$ cat src/rtl/riscv_mem_arbiter_pkg.sv
// Shared width, FSM state and owner encodings for the fetch/data memory arbiter.
`ifndef XLEN
`define XLEN 32
`endif

package riscv_mem_arbiter_pkg;

  localparam int XLEN = `XLEN;

  typedef enum logic [1:0] {
    ARB_IDLE  = 2'd0,
    ARB_ISSUE = 2'd1,
    ARB_WAIT  = 2'd2,
    ARB_RESP  = 2'd3
  } arb_state_e;

  typedef enum logic {
    ARB_OWN_IF = 1'b0,
    ARB_OWN_DM = 1'b1
  } arb_owner_e;

  function automatic logic is_word_misaligned(input logic [1:0] addr_lsb);
    return (addr_lsb != 2'b00);
  endfunction

endpackage

$ cat src/rtl/riscv_mem_arbiter_if.sv
// Single-port memory bus: the arbiter is the master, the unified memory the slave.
interface riscv_mem_arbiter_if;
  import riscv_mem_arbiter_pkg::*;

  logic            req;
  logic            we;
  logic [3:0]      byte_sel;
  logic [XLEN-1:0] addr;
  logic [XLEN-1:0] wdata;
  logic            gnt;
  logic            rvalid;
  logic [XLEN-1:0] rdata;

  modport master (
    output req, we, byte_sel, addr, wdata,
    input  gnt, rvalid, rdata
  );

  modport slave (
    input  req, we, byte_sel, addr, wdata,
    output gnt, rvalid, rdata
  );

endinterface

$ cat src/rtl/riscv_arb_watchdog.sv
// Transaction watchdog: counts while enabled, flags the cycle in which TIMEOUT_CYCLES is reached.
module riscv_arb_watchdog #(
  parameter int unsigned TIMEOUT_CYCLES = 64
) (
  input  logic clk_i,
  input  logic rst_i,
  input  logic clr_i,
  input  logic en_i,
  output logic tc_o
);

  localparam logic [7:0] TcVal = 8'(TIMEOUT_CYCLES - 1);

  logic [7:0] cnt_q;

  always_ff @(posedge clk_i) begin
    if (rst_i) begin
      cnt_q <= 8'd0;
    end else if (clr_i) begin
      cnt_q <= 8'd0;
    end else if (en_i) begin
      cnt_q <= cnt_q + 8'd1;
    end else begin
      cnt_q <= cnt_q;
    end
  end

  // tc fires during the TIMEOUT_CYCLES-th enabled cycle, i.e. as the count reaches the limit
  assign tc_o = en_i & (cnt_q == TcVal);

endmodule

$ cat src/rtl/riscv_mem_arbiter.sv
// Fetch/data arbiter for one single-port memory, one transaction in flight, watchdog-bounded.
// Optional macro RISCV_ARB_ROUND_ROBIN_EN: last-served requester loses simultaneous arbitration.
module riscv_mem_arbiter
  import riscv_mem_arbiter_pkg::*;
#(
  parameter int unsigned TIMEOUT_CYCLES = 64,
  parameter bit          ADDR_ALIGN_CHK = 1'b1
) (
  input  logic                i_clk,
  input  logic                i_rst,
  input  logic                i_if_req,
  input  logic [XLEN-1:0]     i_if_addr,
  output logic [XLEN-1:0]     o_if_rdata,
  output logic                o_if_valid,
  output logic                o_if_stall,
  input  logic                i_dm_req,
  input  logic                i_dm_we,
  input  logic [3:0]          i_dm_byte_sel,
  input  logic [XLEN-1:0]     i_dm_addr,
  input  logic [XLEN-1:0]     i_dm_wdata,
  output logic [XLEN-1:0]     o_dm_rdata,
  output logic                o_dm_valid,
  output logic                o_dm_stall,
  riscv_mem_arbiter_if.master mem,
  output logic                o_err
);

  arb_state_e      state_q;
  arb_owner_e      owner_q;
  arb_owner_e      owner_d;
  logic            any_req_d;
  logic            misalign_d;
  logic            wd_tc;
  logic [XLEN-1:0] rsp_rdata_d;

  logic            mem_req_q;
  logic            mem_we_q;
  logic [3:0]      mem_sel_q;
  logic [XLEN-1:0] mem_addr_q;
  logic [XLEN-1:0] mem_wdata_q;
  logic            if_valid_q;
  logic            dm_valid_q;
  logic            err_q;
  logic [XLEN-1:0] if_rdata_q;
  logic [XLEN-1:0] dm_rdata_q;

`ifdef RISCV_ARB_ROUND_ROBIN_EN
  arb_owner_e last_q;

  always_comb begin
    owner_d = ARB_OWN_IF;
    if (i_dm_req && i_if_req) begin
      owner_d = (last_q == ARB_OWN_DM) ? ARB_OWN_IF : ARB_OWN_DM;
    end else if (i_dm_req) begin
      owner_d = ARB_OWN_DM;
    end else begin
      owner_d = ARB_OWN_IF;
    end
  end
`else
  // DM holds the older instruction, so it wins ties
  always_comb begin
    owner_d = i_dm_req ? ARB_OWN_DM : ARB_OWN_IF;
  end
`endif

  assign any_req_d   = i_if_req | i_dm_req;
  assign misalign_d  = ADDR_ALIGN_CHK && (owner_d == ARB_OWN_IF) && is_word_misaligned(i_if_addr[1:0]);
  assign rsp_rdata_d = mem_we_q ? '0 : mem.rdata;

  riscv_arb_watchdog #(.TIMEOUT_CYCLES(TIMEOUT_CYCLES)) u_watchdog (
    .clk_i (i_clk),
    .rst_i (i_rst),
    .clr_i (state_q != ARB_WAIT),
    .en_i  (state_q == ARB_WAIT),
    .tc_o  (wd_tc)
  );

  always_ff @(posedge i_clk) begin
    if (i_rst) begin
      state_q     <= ARB_IDLE;
      owner_q     <= ARB_OWN_IF;
      mem_req_q   <= 1'b0;
      mem_we_q    <= 1'b0;
      mem_sel_q   <= 4'h0;
      mem_addr_q  <= '0;
      mem_wdata_q <= '0;
      if_valid_q  <= 1'b0;
      dm_valid_q  <= 1'b0;
      err_q       <= 1'b0;
      if_rdata_q  <= '0;
      dm_rdata_q  <= '0;
`ifdef RISCV_ARB_ROUND_ROBIN_EN
      last_q      <= ARB_OWN_IF;
`endif
    end else begin
      // response fields are single-cycle pulses unless set below
      if_valid_q <= 1'b0;
      dm_valid_q <= 1'b0;
      err_q      <= 1'b0;
      if_rdata_q <= '0;
      dm_rdata_q <= '0;
      case (state_q)
        ARB_IDLE: begin
          if (any_req_d) begin
            owner_q <= owner_d;
            if (misalign_d) begin
              state_q    <= ARB_RESP;
              err_q      <= 1'b1;
              if_valid_q <= 1'b1;
            end else begin
              state_q     <= ARB_ISSUE;
              mem_req_q   <= 1'b1;
              mem_we_q    <= (owner_d == ARB_OWN_DM) ? i_dm_we : 1'b0;
              mem_sel_q   <= (owner_d == ARB_OWN_DM) ? i_dm_byte_sel : 4'hF;
              mem_addr_q  <= (owner_d == ARB_OWN_DM) ? i_dm_addr : i_if_addr;
              mem_wdata_q <= (owner_d == ARB_OWN_DM) ? i_dm_wdata : '0;
            end
          end else begin
            state_q <= ARB_IDLE;
          end
        end
        ARB_ISSUE: begin
          if (mem.gnt) begin
            state_q   <= ARB_WAIT;
            mem_req_q <= 1'b0;
          end else begin
            state_q <= ARB_ISSUE;
          end
        end
        ARB_WAIT: begin
          if (mem.rvalid || wd_tc) begin
            state_q <= ARB_RESP;
            err_q   <= ~mem.rvalid;
            if (owner_q == ARB_OWN_DM) begin
              dm_valid_q <= 1'b1;
              dm_rdata_q <= mem.rvalid ? rsp_rdata_d : '0;
            end else begin
              if_valid_q <= 1'b1;
              if_rdata_q <= mem.rvalid ? rsp_rdata_d : '0;
            end
          end else begin
            state_q <= ARB_WAIT;
          end
        end
        ARB_RESP: begin
          state_q <= ARB_IDLE;
`ifdef RISCV_ARB_ROUND_ROBIN_EN
          last_q  <= owner_q;
`endif
        end
        default: begin
          state_q <= ARB_IDLE;
        end
      endcase
    end
  end

  assign mem.req      = mem_req_q;
  assign mem.we       = mem_we_q;
  assign mem.byte_sel = mem_sel_q;
  assign mem.addr     = mem_addr_q;
  assign mem.wdata    = mem_wdata_q;

  assign o_if_valid = if_valid_q;
  assign o_if_rdata = if_rdata_q;
  assign o_dm_valid = dm_valid_q;
  assign o_dm_rdata = dm_rdata_q;
  assign o_err      = err_q;
  assign o_if_stall = i_if_req & ~if_valid_q;
  assign o_dm_stall = i_dm_req & ~dm_valid_q;

endmodule

$ cat src/flat_wrapper.sv
// flat-port wrapper written by rule: the top's interface ports become plain ports
module riscv_mem_arbiter_flat import riscv_mem_arbiter_pkg::*;
#(
  parameter int unsigned TIMEOUT_CYCLES = 64,
  parameter bit          ADDR_ALIGN_CHK = 1'b1
)
  (i_clk, i_rst, i_if_req, i_if_addr, o_if_rdata, o_if_valid, o_if_stall, i_dm_req, i_dm_we, i_dm_byte_sel, i_dm_addr, i_dm_wdata, o_dm_rdata, o_dm_valid, o_dm_stall, o_err, mem_req, mem_we, mem_byte_sel, mem_addr, mem_wdata, mem_gnt, mem_rvalid, mem_rdata);
  riscv_mem_arbiter_if mem_i ();
  input  logic i_clk;
  input  logic i_rst;
  input  logic i_if_req;
  input  logic [XLEN-1:0] i_if_addr;
  output logic [XLEN-1:0] o_if_rdata;
  output logic o_if_valid;
  output logic o_if_stall;
  input  logic i_dm_req;
  input  logic i_dm_we;
  input  logic [3:0] i_dm_byte_sel;
  input  logic [XLEN-1:0] i_dm_addr;
  input  logic [XLEN-1:0] i_dm_wdata;
  output logic [XLEN-1:0] o_dm_rdata;
  output logic o_dm_valid;
  output logic o_dm_stall;
  output logic o_err;
  output wire logic [$bits(mem_i.req)-1:0] mem_req;
  output wire logic [$bits(mem_i.we)-1:0] mem_we;
  output wire logic [$bits(mem_i.byte_sel)-1:0] mem_byte_sel;
  output wire logic [$bits(mem_i.addr)-1:0] mem_addr;
  output wire logic [$bits(mem_i.wdata)-1:0] mem_wdata;
  input wire logic [$bits(mem_i.gnt)-1:0] mem_gnt;
  input wire logic [$bits(mem_i.rvalid)-1:0] mem_rvalid;
  input wire logic [$bits(mem_i.rdata)-1:0] mem_rdata;
  assign mem_req = mem_i.req;
  assign mem_we = mem_i.we;
  assign mem_byte_sel = mem_i.byte_sel;
  assign mem_addr = mem_i.addr;
  assign mem_wdata = mem_i.wdata;
  assign mem_i.gnt = mem_gnt;
  assign mem_i.rvalid = mem_rvalid;
  assign mem_i.rdata = mem_rdata;
  riscv_mem_arbiter #(.TIMEOUT_CYCLES(TIMEOUT_CYCLES), .ADDR_ALIGN_CHK(ADDR_ALIGN_CHK)) u_core (.i_clk(i_clk), .i_rst(i_rst), .i_if_req(i_if_req), .i_if_addr(i_if_addr), .o_if_rdata(o_if_rdata), .o_if_valid(o_if_valid), .o_if_stall(o_if_stall), .i_dm_req(i_dm_req), .i_dm_we(i_dm_we), .i_dm_byte_sel(i_dm_byte_sel), .i_dm_addr(i_dm_addr), .i_dm_wdata(i_dm_wdata), .o_dm_rdata(o_dm_rdata), .o_dm_valid(o_dm_valid), .o_dm_stall(o_dm_stall), .mem(mem_i), .o_err(o_err));
endmodule
$ cat config.mk
export PLATFORM = sky130hd
export DESIGN_NAME = riscv_mem_arbiter_flat
export DESIGN_NICKNAME = d
export VERILOG_FILES = /design/src/rtl/riscv_mem_arbiter_pkg.sv /design/src/rtl/riscv_mem_arbiter_if.sv /design/src/rtl/riscv_arb_watchdog.sv /design/src/rtl/riscv_mem_arbiter.sv /design/src/flat_wrapper.sv
export SDC_FILE = /design/constraint.sdc
export NUM_CORES = 1
export LEC_CHECK = 0
export ABC_AREA = 1
export BUFFER_PORTS_ARGS = -buffer_cell sky130_fd_sc_hd__buf_2
export CORE_MARGIN = 3
export CORE_UTILIZATION = 35
export DETAILED_ROUTE_END_ITERATION = 7
export HOLD_SLACK_MARGIN = 0.15
export PLACE_DENSITY = 0.72
export SETUP_SLACK_MARGIN = 0.2
export SLEW_MARGIN = 30
export SYNTH_ARGS = -nofsm -noshare
export SYNTH_HDL_FRONTEND = slang
export SYNTH_SLANG_ARGS = --single-unit
export TNS_END_PERCENT = 10
$ cat constraint.sdc
create_clock -name i_clk -period 1.55 [get_ports i_clk]
set_input_delay 0.2325 -clock i_clk [delete_from_list [all_inputs] [get_ports i_clk]]
set_output_delay 0.2325 -clock i_clk [all_outputs]
set_load 0.005 [all_outputs]
==> results by group <==
CTS
  • Clk slew on worst S/H paths: 0.06 ns
  • H-tree level count: 4
  • CTS sink cnt: 148
  • Clock Path Buffers: 2
  • Clock Tree Root: clkbuf_16
  • CTS tree: yes
  • Cts bufs inserted: 17
  • Skew-Pair Late Insertion Delay: 0.42 ns

Floorplan
  • # IOs: 278
  • Die area: 16100 µm²
  • Die Ht: 127 µm
  • Initial core utilization: 36.3%
  • Row cnt: 43
  • Die X: 127 µm
  • Core ar.: 14000 µm²

Setup path
  • Crit path DAT: 1.75 ns
  • Slowest stage delay, CP: 0.40 ns
  • Worst Setup End Kind: flop
  • Most frequent CP cell: nor2_1
  • Critical path fanouts, max: 8
  • Top Family by Delay on Critical Path: simple AND/OR/NAND/NOR gates
  • Critical path buffers and inverters: 1
  • Slowest-stage cell, CP: dfxtp_1
  • Worst path cell trace: nand2_1, nor2_1, nand3_2, nand2_4, nand4_4, clkbuf_16, nor2_1
  • R2r startpoint: u_core.u_watchdog.cnt_q[5]$_SDFFE_PP0P_
  • Critical path class: reg -> reg
  • FF-to-FF setup slack: 0.15 ns
  • Startpoint types: flop
  • WP data required: 1.90 ns
  • R2r endpoint: u_core.o_if_rdata[4]$_SDFF_PP0_
  • Reg2Reg Depth: 7

Timing
  • Setup ws final: 0.151 ns
  • RSZ-0062 raised after global routing: true
  • Slew margin rel.: 74.7%
  • Layout Skew: 0.00630 ns
  • Fin. max-slew vios: 0
  • Sum Neg Setup Slack: 0 ns
  • Max Freq: 715 MHz
  • Final setup viols: 0
  • Worst slew pin tran: 0.380 ns
  • Fin crit period: 1.40 ns
  • Final hold vios: 0
  • Final Cycle Share: 90.2%

Global routing
  • Grt ovf: 0
  • First-pass GRT wire length: 26600 µm
  • Global Route Usage Sum: 20.9%
  • Met2 usage in global routing: 35.9%
  • Largest net degree at the start of global routing: 49
  • Met1 usage in global routing: 22.2%
  • Vias in the first global route: 5416
  • Met3 GRT Util: 7.87%
  • Initial antenna violation count: 2
  • Gr busiest metal: met2

Yosys
  • Synth unique cells: 25
  • Syn_nets: 739
  • Mapped Avg Cell Area: 8.52 µm²
  • Mapped Area: 5100 µm²
  • YS warnings: 0
  • Synth Instances: 599
  • FF+latch count, synth: 148
  • Sequential area share after synthesis: 58.1%

Detailed routing
  • Total wire length: 17800 µm
  • Antenna-violating nets left: 0
  • DRT Pass-1 Iters: 6
  • Drc violations: 0
  • Via count: 5484
  • Vias/cell: 4.66
  • Initial DRC Count: 234
  • Wire per inst: 15.1 µm

Pwr
  • Lkg Pwr: 4.37 nW
  • Pwr/cell area: 1170 nW/µm²
  • Pwr Total: 10.0 mW
  • Peak supply drop: 0.000718 V

Hold path
  • Hold Path End: u_core.mem.addr[8]$_SDFFE_PP0P_
  • Worst hold start: i_if_addr[8]
  • Hold path cells: 4
  • Hold Path Class: in -> reg

Cells and area
  • Most common cell after layout, fill and taps aside: buf_2
  • Layout area overhead: 68.0%
  • Fillers: 1140
  • Fraction of layout cells with a size suffix above 1: 37.4%
  • Nets: 1121
  • Highest-count cells in the layout ignoring fill and taps: 277 x buf_2, 174 x nand2_1, 145 x dfxtp_1
  • Multi-input gate area: 1980 µm²
  • Reg area: 2970 µm²

Flow run
  • Max-cap check violation count: 0

Placement
  • IO buf count: 277
  • Pre-CTS setup slack: 0.0126 ns
  • DP HPWL: 10900 µm
  • RD Place Congestion: 0.800

Outcome
  • Status: completed
## Yosys cell counts
cell type	count	area [µm²]
inv_1	18	67.6
o211a_1	32	320
a21oi_1	40	200
nand2_2	1	6.26
inv_4	1	6.26
buf_4	4	30.0
dfxtp_1	148	2960
ha_1	1	12.5
nor2_4	2	22.5
nand4_2	1	12.5
inv_2	2	7.51
o21ai_0	7	35.0
xor2_1	3	26.3
nand3_1	39	195
clkbuf_1	16	60.1
xnor2_1	1	8.76
nor2_1	85	319
nand2_1	174	653
a31oi_1	1	6.26
buf_2	13	65.1
nand4_1	3	18.8
buf_6	3	33.8
nand3_2	1	10.0
nor2_2	2	12.5
o21ai_2	1	8.76
## per-stage QoR
| stage | utilization (%) | instances | cell area [µm²] | hold WS [ns] |
|---|---|---|---|---|
| after global placement | 47.7 | 1035 | 6700 | 0.433 |
| after detailed placement | 47.7 | 1035 | 6700 | 0.441 |
| final | 61.0 | 1176 | 8570 | 0.165 |
| after CTS | 59.8 | 1165 | 8390 | 0.151 |
| after global routing | 61.0 | 1176 | 8570 | 0.157 |
| after floorplan | - | 599 | 5100 | 0.380 |
## tightest hold or removal path, stage by stage
cell     delay (ns)
buf_2          0.07
nand2_1        0.04
nand3_1        0.07
o211a_1        0.13
## area by class of cell
cell class / instances / area share (%)
flip-flops and latches: 148 / 34.7
repair buffers: 399 / 31.3
multi-input cells: 394 / 23.1
clock buffers: 19 / 5.29
well taps: 180 / 2.63
clock inverters: 13 / 2.02
inverters: 21 / 0.978
diodes: 2 / 0.0584
## kinds of logic after synthesis
| logic type | count (synthesis) | share of synthesized area, % |
|---|---|---|
| XOR/XNOR | 4 | 0.687 |
| AO/OA/AOI/OAI | 81 | 11.2 |
| buffers and inverters | 57 | 5.30 |
| flip-flops | 148 | 58.1 |
| adder cells (fa/ha/maj) | 1 | 0.245 |
| AND/OR/NAND/NOR | 308 | 24.5 |
## where the power goes
part,internal (mW),total [mW],switching [mW]
sequential,4.04,4.16,0.118
clock,2.65,4.29,1.65
combinational,0.805,1.60,0.791
## layer usage
layer / wire (µm) / up-vias / part of all wire [%]
li1: - / 2697 / -
met1: 6780 / 2471 / 38
met2: 8640 / 262 / 48
met3: 1710 / 54 / 9.6
met4: 683 / 0 / 3.8
met5: 0 / - / 0
## flip-flops by register name, summed over array words and instances, names as in the netlist
register,flops
u_core.mem.addr,32
u_core.mem.byte_sel,4
u_core.mem.req,1
u_core.mem.wdata,32
u_core.mem.we,1
u_core.o_dm_rdata,32
u_core.o_dm_valid,1
u_core.o_err,1
u_core.o_if_rdata,32
u_core.o_if_valid,1
u_core.owner_q,1
u_core.state_q,2
u_core.u_watchdog.cnt_q,8
## worst max-delay path by stage
| stage | startpoint | slack [ns] | depth (start not counted) | to |
|---|---|---|---|---|
| floorplan | u_core.u_watchdog.cnt_q[0]$_SDFFE_PP0P_ | 0.23 | 8 | u_core.o_if_rdata[0]$_SDFF_PP0_ |
| global placement | u_core.u_watchdog.cnt_q[0]$_SDFFE_PP0P_ | 0.1 | 8 | u_core.o_if_rdata[7]$_SDFF_PP0_ |
| detailed placement | i_dm_req | 0.01 | 8 | u_core.mem.wdata[1]$_SDFFE_PP0P_ |
| CTS | u_core.u_watchdog.cnt_q[1]$_SDFFE_PP0P_ | 0.13 | 8 | u_core.o_if_rdata[29]$_SDFF_PP0_ |
| global route | u_core.state_q[1]$_SDFF_PP0_ | 0.07 | 7 | u_core.mem.addr[4]$_SDFFE_PP0P_ |
| finish | u_core.u_watchdog.cnt_q[5]$_SDFFE_PP0P_ | 0.15 | 7 | u_core.o_if_rdata[4]$_SDFF_PP0_ |
## what timing repair did
item | in CTS | in global routing
resized for setup | 18 | 18
endpoints found under the setup margin | 118 | 136
hold buffers | 90 | 0
setup buffers | 6 | 6
pin swaps | 2 | 4
cloned | 2 | 3
endpoints found under the hold margin | 122 | 0
No activity file was read; power rests on OpenSTA's default activity.
